File: config.mk
export PLATFORM = sky130hd
export DESIGN_NAME = hazard_detect_flat
export DESIGN_NICKNAME = d
export VERILOG_FILES = /design/src/rtl/hazard_detect_if.sv /design/src/rtl/hazard_detect.sv /design/src/flat_wrapper.sv
export SDC_FILE = /design/constraint.sdc
export NUM_CORES = 1
export LEC_CHECK = 0
export ABC_AREA = 1
export CAP_MARGIN = 40
export CORE_AREA = 3 3 41 43
export CTS_BUF_LIST = sky130_fd_sc_hd__clkbuf_8
export CTS_CLUSTER_DIAMETER = 80
export DETAILED_ROUTE_END_ITERATION = 6
export DIE_AREA = 0 0 44 46
export PLACE_DENSITY = 0.81
export SLEW_MARGIN = 20
export SYNTH_ARGS = -nofsm -noshare
export SYNTH_HDL_FRONTEND = slang
export SYNTH_SLANG_ARGS = --single-unit
File: constraint.sdc
create_clock -name clk -period 1.8 [get_ports clk]
set_input_delay 0.54 -clock clk [delete_from_list [all_inputs] [get_ports clk]]
set_output_delay 0.54 -clock clk [all_outputs]
set_load 0.05 [all_outputs]
File: src/rtl/hazard_detect_if.sv
// hazard_detect_if: ID-stage operand bundle in, stall/hold/bubble control out; master drives id_* and flush, slave returns stall_count, id_hold, ex_bubble
interface hazard_detect_if #(parameter int REG_W = 3);
  logic             id_valid;
  logic [REG_W-1:0] id_rs;
  logic             id_rs_used;
  logic [REG_W-1:0] id_rt;
  logic             id_rt_used;
  logic [REG_W-1:0] id_rd;
  logic             id_wr_en;
  logic             flush;
  logic [1:0]       stall_count;
  logic             id_hold;
  logic             ex_bubble;
  modport master (
    output id_valid, id_rs, id_rs_used, id_rt, id_rt_used, id_rd, id_wr_en, flush,
    input  stall_count, id_hold, ex_bubble
  );
  modport slave (
    input  id_valid, id_rs, id_rs_used, id_rt, id_rt_used, id_rd, id_wr_en, flush,
    output stall_count, id_hold, ex_bubble
  );
endinterface

File: src/rtl/hazard_detect.sv
// hazard_detect: RAW hazard detector for a non-forwarding 5-stage pipe; ports clk, rst (sync active-high), hd (slave: id_* and flush in, stall_count/id_hold/ex_bubble out)
module hazard_detect #(parameter int REG_W = 3) (
  input logic            clk,
  input logic            rst,
  hazard_detect_if.slave hd
);
  typedef enum logic {IDLE, HOLD} state_t;
  state_t           state, state_n;
  logic [1:0]       rem, rem_n;
  logic             ex_v, mem_v;
  logic [REG_W-1:0] ex_rd, mem_rd;
  logic             live, hit_ex, hit_mem, issue;
  assign live    = hd.id_valid & ~hd.flush;
  assign hit_ex  = ex_v & ((hd.id_rs_used & (hd.id_rs == ex_rd)) | (hd.id_rt_used & (hd.id_rt == ex_rd)));
  assign hit_mem = mem_v & ((hd.id_rs_used & (hd.id_rs == mem_rd)) | (hd.id_rt_used & (hd.id_rt == mem_rd)));
  assign issue   = live & ~hd.ex_bubble;
  always_ff @(posedge clk) begin
    if (rst) begin
      state <= IDLE;
      rem   <= 2'd0;
    end else begin
      state <= state_n;
      rem   <= rem_n;
    end
  end
  always_ff @(posedge clk) begin
    if (rst) begin
      ex_v   <= 1'b0;
      mem_v  <= 1'b0;
      ex_rd  <= '0;
      mem_rd <= '0;
    end else begin
      mem_v  <= ex_v;
      mem_rd <= ex_rd;
      ex_v   <= issue & hd.id_wr_en;
      ex_rd  <= hd.id_rd;
    end
  end
  always_comb begin
    state_n = hd.flush ? IDLE
            : (state == HOLD) ? ((rem == 2'd1) ? IDLE : HOLD)
            : ((live & hit_ex) ? HOLD : IDLE);
    rem_n   = hd.flush ? 2'd0
            : (state == HOLD) ? rem - 2'd1
            : ((live & hit_ex) ? 2'd1 : rem);
  end
  always_comb begin
    hd.stall_count = (state == IDLE & live) ? (hit_ex ? 2'd2 : hit_mem ? 2'd1 : 2'd0) : 2'd0;
    hd.id_hold     = ~hd.flush & ((state == HOLD) | (live & (hit_ex | hit_mem)));
    hd.ex_bubble   = hd.flush | (state == HOLD) | (live & (hit_ex | hit_mem));
  end
endmodule

File: src/flat_wrapper.sv
// flat-port wrapper written by rule: the top's interface ports become plain ports
module hazard_detect_flat 
#(parameter int REG_W = 3)
  (clk, rst, hd_id_valid, hd_id_rs, hd_id_rs_used, hd_id_rt, hd_id_rt_used, hd_id_rd, hd_id_wr_en, hd_flush, hd_stall_count, hd_id_hold, hd_ex_bubble);
  hazard_detect_if #(.REG_W(REG_W)) hd_i ();
  input logic clk;
  input logic rst;
  input wire logic [$bits(hd_i.id_valid)-1:0] hd_id_valid;
  input wire logic [$bits(hd_i.id_rs)-1:0] hd_id_rs;
  input wire logic [$bits(hd_i.id_rs_used)-1:0] hd_id_rs_used;
  input wire logic [$bits(hd_i.id_rt)-1:0] hd_id_rt;
  input wire logic [$bits(hd_i.id_rt_used)-1:0] hd_id_rt_used;
  input wire logic [$bits(hd_i.id_rd)-1:0] hd_id_rd;
  input wire logic [$bits(hd_i.id_wr_en)-1:0] hd_id_wr_en;
  input wire logic [$bits(hd_i.flush)-1:0] hd_flush;
  output wire logic [$bits(hd_i.stall_count)-1:0] hd_stall_count;
  output wire logic [$bits(hd_i.id_hold)-1:0] hd_id_hold;
  output wire logic [$bits(hd_i.ex_bubble)-1:0] hd_ex_bubble;
  assign hd_i.id_valid = hd_id_valid;
  assign hd_i.id_rs = hd_id_rs;
  assign hd_i.id_rs_used = hd_id_rs_used;
  assign hd_i.id_rt = hd_id_rt;
  assign hd_i.id_rt_used = hd_id_rt_used;
  assign hd_i.id_rd = hd_id_rd;
  assign hd_i.id_wr_en = hd_id_wr_en;
  assign hd_i.flush = hd_flush;
  assign hd_stall_count = hd_i.stall_count;
  assign hd_id_hold = hd_i.id_hold;
  assign hd_ex_bubble = hd_i.ex_bubble;
  hazard_detect #(.REG_W(REG_W)) u_core (.clk(clk), .rst(rst), .hd(hd_i));
endmodule
==> results.py, run 1 <==
metrics = {
    "placement": {
        "gp_congestion": 0.8656,
        "dpl.cell_count": 139,
        "place_ws_ns": -0.8604,
        "io_buffers": 19,
        "dpl.hpwl_mm": 1.222,
    },
    "drt": {
        "wl_mm": 1.632,
        "dr.pass1.iters": 4,
        "num_vias": 666,
        "ant_nets": 0,
        "wire_per_inst_um": 11.26,
        "routed_via_density": 4.593,
        "drcViolationCount": 0,
        "dr.first_iter.drc_count": 12,
    },
    "run_status": {
        "status": "complete, but fails checks",
        "violations": "setup timing",
    },
    "timing": {
        "post-route-min-period_ns": 2.185,
        "drv_slew": 0,
        "max_freq_ghz": 0.4576,
        "fin_ws_ns": -0.3851,
        "clock-skew-final_ns": 0.0006454,
        "setup-violations-final": 4,
        "rsz0062_at_grt": "true",
        "maxSlewHeadroom_pct": 78.46,
        "worstMarginPinSlew_ns": 0.3226,
        "timing_hold_violations_final": 0,
        "fin_tns_setup_ns": -1.191,
        "finalCritPeriodShare_pct": 121.4,
    },
    "die": {
        "core.rowCount": 13,
        "core_area_um2": 1334,
        "ios": 20,
        "die-height_um": 46,
        "die-width_um": 44,
        "start_util_pct": 45.59,
        "dieArea_um2": 2024,
    },
    "clocking": {
        "clock_sinks": 11,
        "cts_root_buffer": "clkbuf_8",
        "cts_max_level": 1,
        "cts_buffer_depth": 2,
        "cts_buffers": 3,
        "clk_pin_slew_ns": 0.05,
        "cts_tree": "done",
        "clk_latency_ns": 0.23,
    },
    "synth": {
        "syn_area_um2": 608.1,
        "synth-seq-cells": 11,
        "syn_inst": 96,
        "yosys_warnings": 0,
        "yosys.area.top_type": "dfxtp_1",
        "yosysUniqueCellTypes": 16,
        "synth_top_area_share_pct": 36.21,
        "yosysSeqAreaShare_pct": 36.21,
        "ys_top_cells_by_area": "dfxtp_1 36%, nand2_1 17%, nor2_1 11%, inv_1 10%, xnor2_1 8.6%",
        "synth.avg_cell_area_um2": 6.334,
        "syn_nets": 113,
    },
    "final_layout": {
        "instances_no_fill": 145,
        "antennaDiodeCount": 0,
        "finish.utilization_pct": 78.89,
        "drive_above_1_share_pct": 38.46,
        "fillers": 89,
        "multi_input_area_um2": 376.6,
        "seq_area_um2": 222.7,
        "area_growth_pct": 73.05,
        "finalNetCount": 148,
    },
    "setup_path": {
        "crit_path_end_kind": "primary output",
        "critPathMaxFanout": 3,
        "worstPathArrival_ns": 1.65,
        "crit_type": "input port to primary output",
        "critPathRequiredTime_ns": 1.26,
        "cp-start-kind": "input port",
    },
    "global_route": {
        "antenna_found_initial": 0,
        "grt_pass1_wl_mm": 2.587,
        "grt-ovfl-total": 0,
        "grt_pass1_vias": 637,
        "grtUsageTotal_pct": 17.64,
        "grt_max_degree": 8,
    },
    "job": {
        "maxCapViolCount": 0,
    },
    "pwr": {
        "total_power_uw": 609.0,
        "powerDensity_nw_per_um2": 578.7,
        "ir_drop_mv": 0.6946,
        "cellLeakagePower_uw": 0.0005202,
    },
    "hold_path": {
        "min_path_type": "register to register",
    },
}
layout by cell type (no fill, tap or decap), drive strengths merged:
cell	instances
nand2	29
clkbuf	4
dlygate4sd2	1
clkdlybuf4s50	5
xnor2	6
a21oi	3
dfxtp	11
nand4	2
inv	20
nor3	1
nand3	4
o21bai	1
nor2	18
clkdlybuf4s15	2
ha	1
buf	22
critical path, stage by stage:
cell and delay (ns):
clkdlybuf4s15_1 0.19, nand2_1 0.07, nor2_2 0.11, nand2_1 0.08, nand2_1 0.09, nand3_2 0.09
nand2_2 0.12, inv_4 0.05, a21oi_4 0.16, buf_12 0.15
Yosys cell counts (all sizes together):
master	instances
o21bai	1
nor3	1
nand3	4
a21oi	3
nor2	18
ha	1
inv	19
dfxtp	11
nand2	29
clkbuf	1
xnor2	6
nand4	2
per-stage QoR:
stage	area, um^2	hold slack [ns]
global route	1052	0.5251
detailed placement	972.2	0.4905
CTS	1015	0.5043
floorplan	651.9	0.4373
finish	1052	0.4988
global placement	972.2	0.4529
power by group:
group / switching, uW / internal, uW / leakage, uW / total, uW
clock: 80.7 / 149 / 0.0000269 / 229
combinational: 57.8 / 64.3 / 0.000403 / 122
sequential: 5.29 / 252 / 0.0000906 / 257
total: 144 / 465 / 0.000520 / 609
logic make-up after synthesis:
group	Yosys count	share of synthesized area (%)
and+or+nand+nor	54	36.42
buffers and inverters	20	12.35
DFF	11	36.21
xor gates and xnor gates	6	8.642
AOI/OAI and AO/OA	4	4.322
adders and majority gates	1	2.057
per-layer routing:
layer | GRT usage (%) | routed length, um | vias to the layer above
li1 | - | - | 353
met1 | 20.19 | 671 | 295
met2 | 30.52 | 852 | 14
met3 | 2.767 | 69 | 4
met4 | 10.84 | 39 | 0
met5 | 0 | 0 | -
path summary, 6_finish.rpt:
path	startpoint	endpoint	slack, ns	cells past startpoint
setup / recovery	hd_id_rs_used	hd_id_hold	-0.39	10
hold / removal	u_core.rem[1]	u_core.rem[1]	0.50	2
setup reg to reg	u_core.ex_rd[2]	u_core.ex_v	0.11	14
hold reg to reg	u_core.rem[1]	u_core.rem[1]	0.50	2
what timing repair did:
action / CTS / global route
pin swaps: 17 / 17
endpoints found under the setup margin: 7 / 4
resized for setup: 32 / 21
hold buffers: 0 / 0
buffers inserted: 1 / 2
sequential cells by signal, indices dropped and copies added, names as in the netlist:
name	cells
u_core.ex_rd	3
u_core.mem_rd	3
u_core.rem	2
u_core.ex_v	1
u_core.mem_v	1
u_core.state	1
cell type report:
type	instances	share of cell area (%)
clock buffers	3	3.924
clock inverters	1	0.3567
inverters	19	7.729
multi-input cells	65	35.79
flip-flops and latches	11	21.17
well taps	15	1.784
repair buffers	31	29.25
(Power assumes the default switching activity.)
==> run 2: changes to the inputs <==
Settings changed: GPL_TIMING_DRIVEN set to 0.
==> results.py, run 2 (synthesized netlist as in run 1, its figures left out) <==
metrics = {
    "run_status": {
        "status": "complete, but fails checks",
        "violations": "setup timing",
    },
    "setup_path": {
        "cp-start-kind": "input port",
        "slowest_delay_ns": 0.17,
        "r2r_end": "u_core.rem[0]",
        "worstPathArrival_ns": 1.62,
        "rrSetupSlack_ns": 0.37,
        "critPathMaxFanout": 3,
        "crit_path_end_kind": "primary output",
        "r2r-start": "u_core.ex_rd[1]",
        "critPathRequiredTime_ns": 1.26,
        "worst-r2r-cell-count": 12,
        "crit_slowest_cell": "buf_6",
        "crit_type": "input port to primary output",
        "cp_cell_sequence": "buf_6, nand2_2, nand2_1, nor2_1, nand2_1, nand2_1, nand3_2, nand2_2, inv_4, a21oi_4, buf_6",
        "cpMostUsedCell": "nand2_1",
    },
    "clocking": {
        "cts_tree": "done",
        "clk_latency_ns": 0.23,
        "clock_sinks": 11,
        "ctsHoldBuffers": 0,
        "cts_buffers": 3,
        "cts_buffer_depth": 2,
        "clk_pin_slew_ns": 0.05,
        "cts_max_level": 1,
        "cts_root_buffer": "clkbuf_8",
    },
    "die": {
        "core.rowCount": 13,
        "ios": 20,
        "start_util_pct": 45.59,
        "die-width_um": 44,
        "die-height_um": 46,
        "dieArea_um2": 2024,
        "core_area_um2": 1334,
    },
    "global_route": {
        "antenna_found_initial": 0,
        "grt_pass1_vias": 575,
        "grt_pass1_wl_mm": 2.408,
        "grt_max_degree": 9,
        "grtUsageTotal_pct": 16.20,
        "grt-ovfl-total": 0,
    },
    "pwr": {
        "total_power_uw": 607.4,
        "cellLeakagePower_uw": 0.0004761,
        "powerDensity_nw_per_um2": 620.8,
        "power_frac_seq_pct": 42.4,
        "net-switching-power_uw": 149.1,
        "power_frac_clock_pct": 38.7,
        "ir_drop_mv": 0.4043,
        "combinationalPowerShare_pct": 18.9,
        "swShare_pct": 24.55,
        "p_int_uw": 458.3,
    },
    "final_layout": {
        "final_area_um2": 978.4,
        "antennaDiodeCount": 0,
        "area_growth_pct": 60.91,
        "final_cell_mix": "17 x nand2_1, 15 x nor2_1, 12 x inv_1, 11 x nand2_2, 9 x dfxtp_1",
        "final_common_cell": "nand2_1",
        "multi_input_area_um2": 381.6,
        "drive_above_1_share_pct": 40.65,
        "reg_top3": "u_core.ex_rd x3, u_core.mem_rd x3, u_core.rem x2",
        "finalNetCount": 141,
        "seq_area_um2": 225.2,
        "fillers": 100,
    },
    "timing": {
        "finalCritPeriodShare_pct": 119.8,
        "max_freq_ghz": 0.4636,
        "whs_ns": 0.4701,
        "timing_hold_violations_final": 0,
        "drv_slew": 0,
        "worstMarginPinSlew_ns": 0.3439,
        "rsz0062_at_grt": "true",
        "maxSlewHeadroom_pct": 77.04,
        "fin_ws_ns": -0.3571,
        "setup-violations-final": 4,
        "post-route-min-period_ns": 2.157,
        "clock-skew-final_ns": 0.002501,
    },
    "placement": {
        "placed_cell_area_um2": 850.8,
        "dpl.hpwl_mm": 1.092,
        "gp_congestion": 0.8357,
        "io_buffers": 18,
    },
    "drt": {
        "wl_mm": 1.646,
        "dr.pass1.iters": 4,
        "ant_nets": 0,
        "wire_per_inst_um": 11.93,
        "routed_via_density": 4.913,
        "drcViolationCount": 0,
        "num_vias": 678,
        "dr.first_iter.drc_count": 12,
    },
    "hold_path": {
        "min_delay_path_depth": 2,
        "hold_path_startpoint": "u_core.ex_v",
        "hold-path-endpoint": "u_core.mem_v",
        "min_path_type": "register to register",
    },
    "job": {
        "maxCapViolCount": 0,
    },
}
[run 2: cell count changes in the layout (fill, tap and decap cells not counted), sizes merged]
cell           change
clkdlybuf4s15      -1
clkbuf             +1
clkdlybuf4s50      -1
buf                -6
[run 2: power by group through the flow]
stage	logic (uW)	registers, uW	clock network [uW]
floorplan	52.0	261	0
global placement	98.6	261	0
detailed placement	100	262	0
CTS	101	257	243
global route	125	258	260
finish	115	258	235
[run 2: final cells by class]
type                       count  share of cell area, %
buffer                         1                 0.3836
clock buffer                   3                  4.220
clock inverter                 1                 0.3836
inverter                      19                  8.568
multi-input combinational     65                  39.00
sequential                    11                  23.02
tap                           15                  1.918
timing repair buffer          23                  22.51
[run 2: worst max-delay path: cells and delay by family]
family	cells	cell delay [ns]
buf+inv	3	0.32
compound gates	1	0.14
simple gates	7	0.60
[run 2: per-layer routing]
metal | GRT usage [%] | vias to the layer above | wire length [um]
met5 | 0 | - | 0
met4 | 9.036 | 0 | 24
met3 | 2.767 | 6 | 84
met2 | 28.49 | 22 | 897
met1 | 18.40 | 311 | 640
li1 | - | 339 | -
[run 2: worst max-delay path by stage]
stage	startpoint	end	slack (ns)	cells after the start
detailed placement	hd_id_rs[2]	hd_id_hold	-1.58	12
global route	u_core.ex_rd[0]	hd_id_hold	-0.44	11
global placement	hd_id_rs[2]	hd_id_hold	-1.54	12
CTS	u_core.ex_rd[2]	hd_id_hold	-0.35	11
finish	hd_id_rs[1]	hd_id_hold	-0.36	11
floorplan	hd_id_rs[2]	hd_id_hold	-0.15	10
[run 2: stage by stage]
step                utilization (%)  setup TNS [ns]  worst slack (ns)  std cells
floorplan                         -         -0.4334           -0.1508         96
global placement              63.79          -6.527            -1.535        129
detailed placement            63.79          -6.901            -1.578        129
CTS                           68.57          -1.142           -0.3492        136
global route                  73.36          -1.472           -0.4416        138
finish                        73.36          -1.149           -0.3571        138
[run 2: what timing repair did]
| action | 4_1_cts | 5_1_grt |
|---|---|---|
| gates resized for setup | 70 | 25 |
| setup endpoints to repair | 6 | 4 |
| buffers inserted | 3 | 2 |
| pin swaps | 9 | 13 |
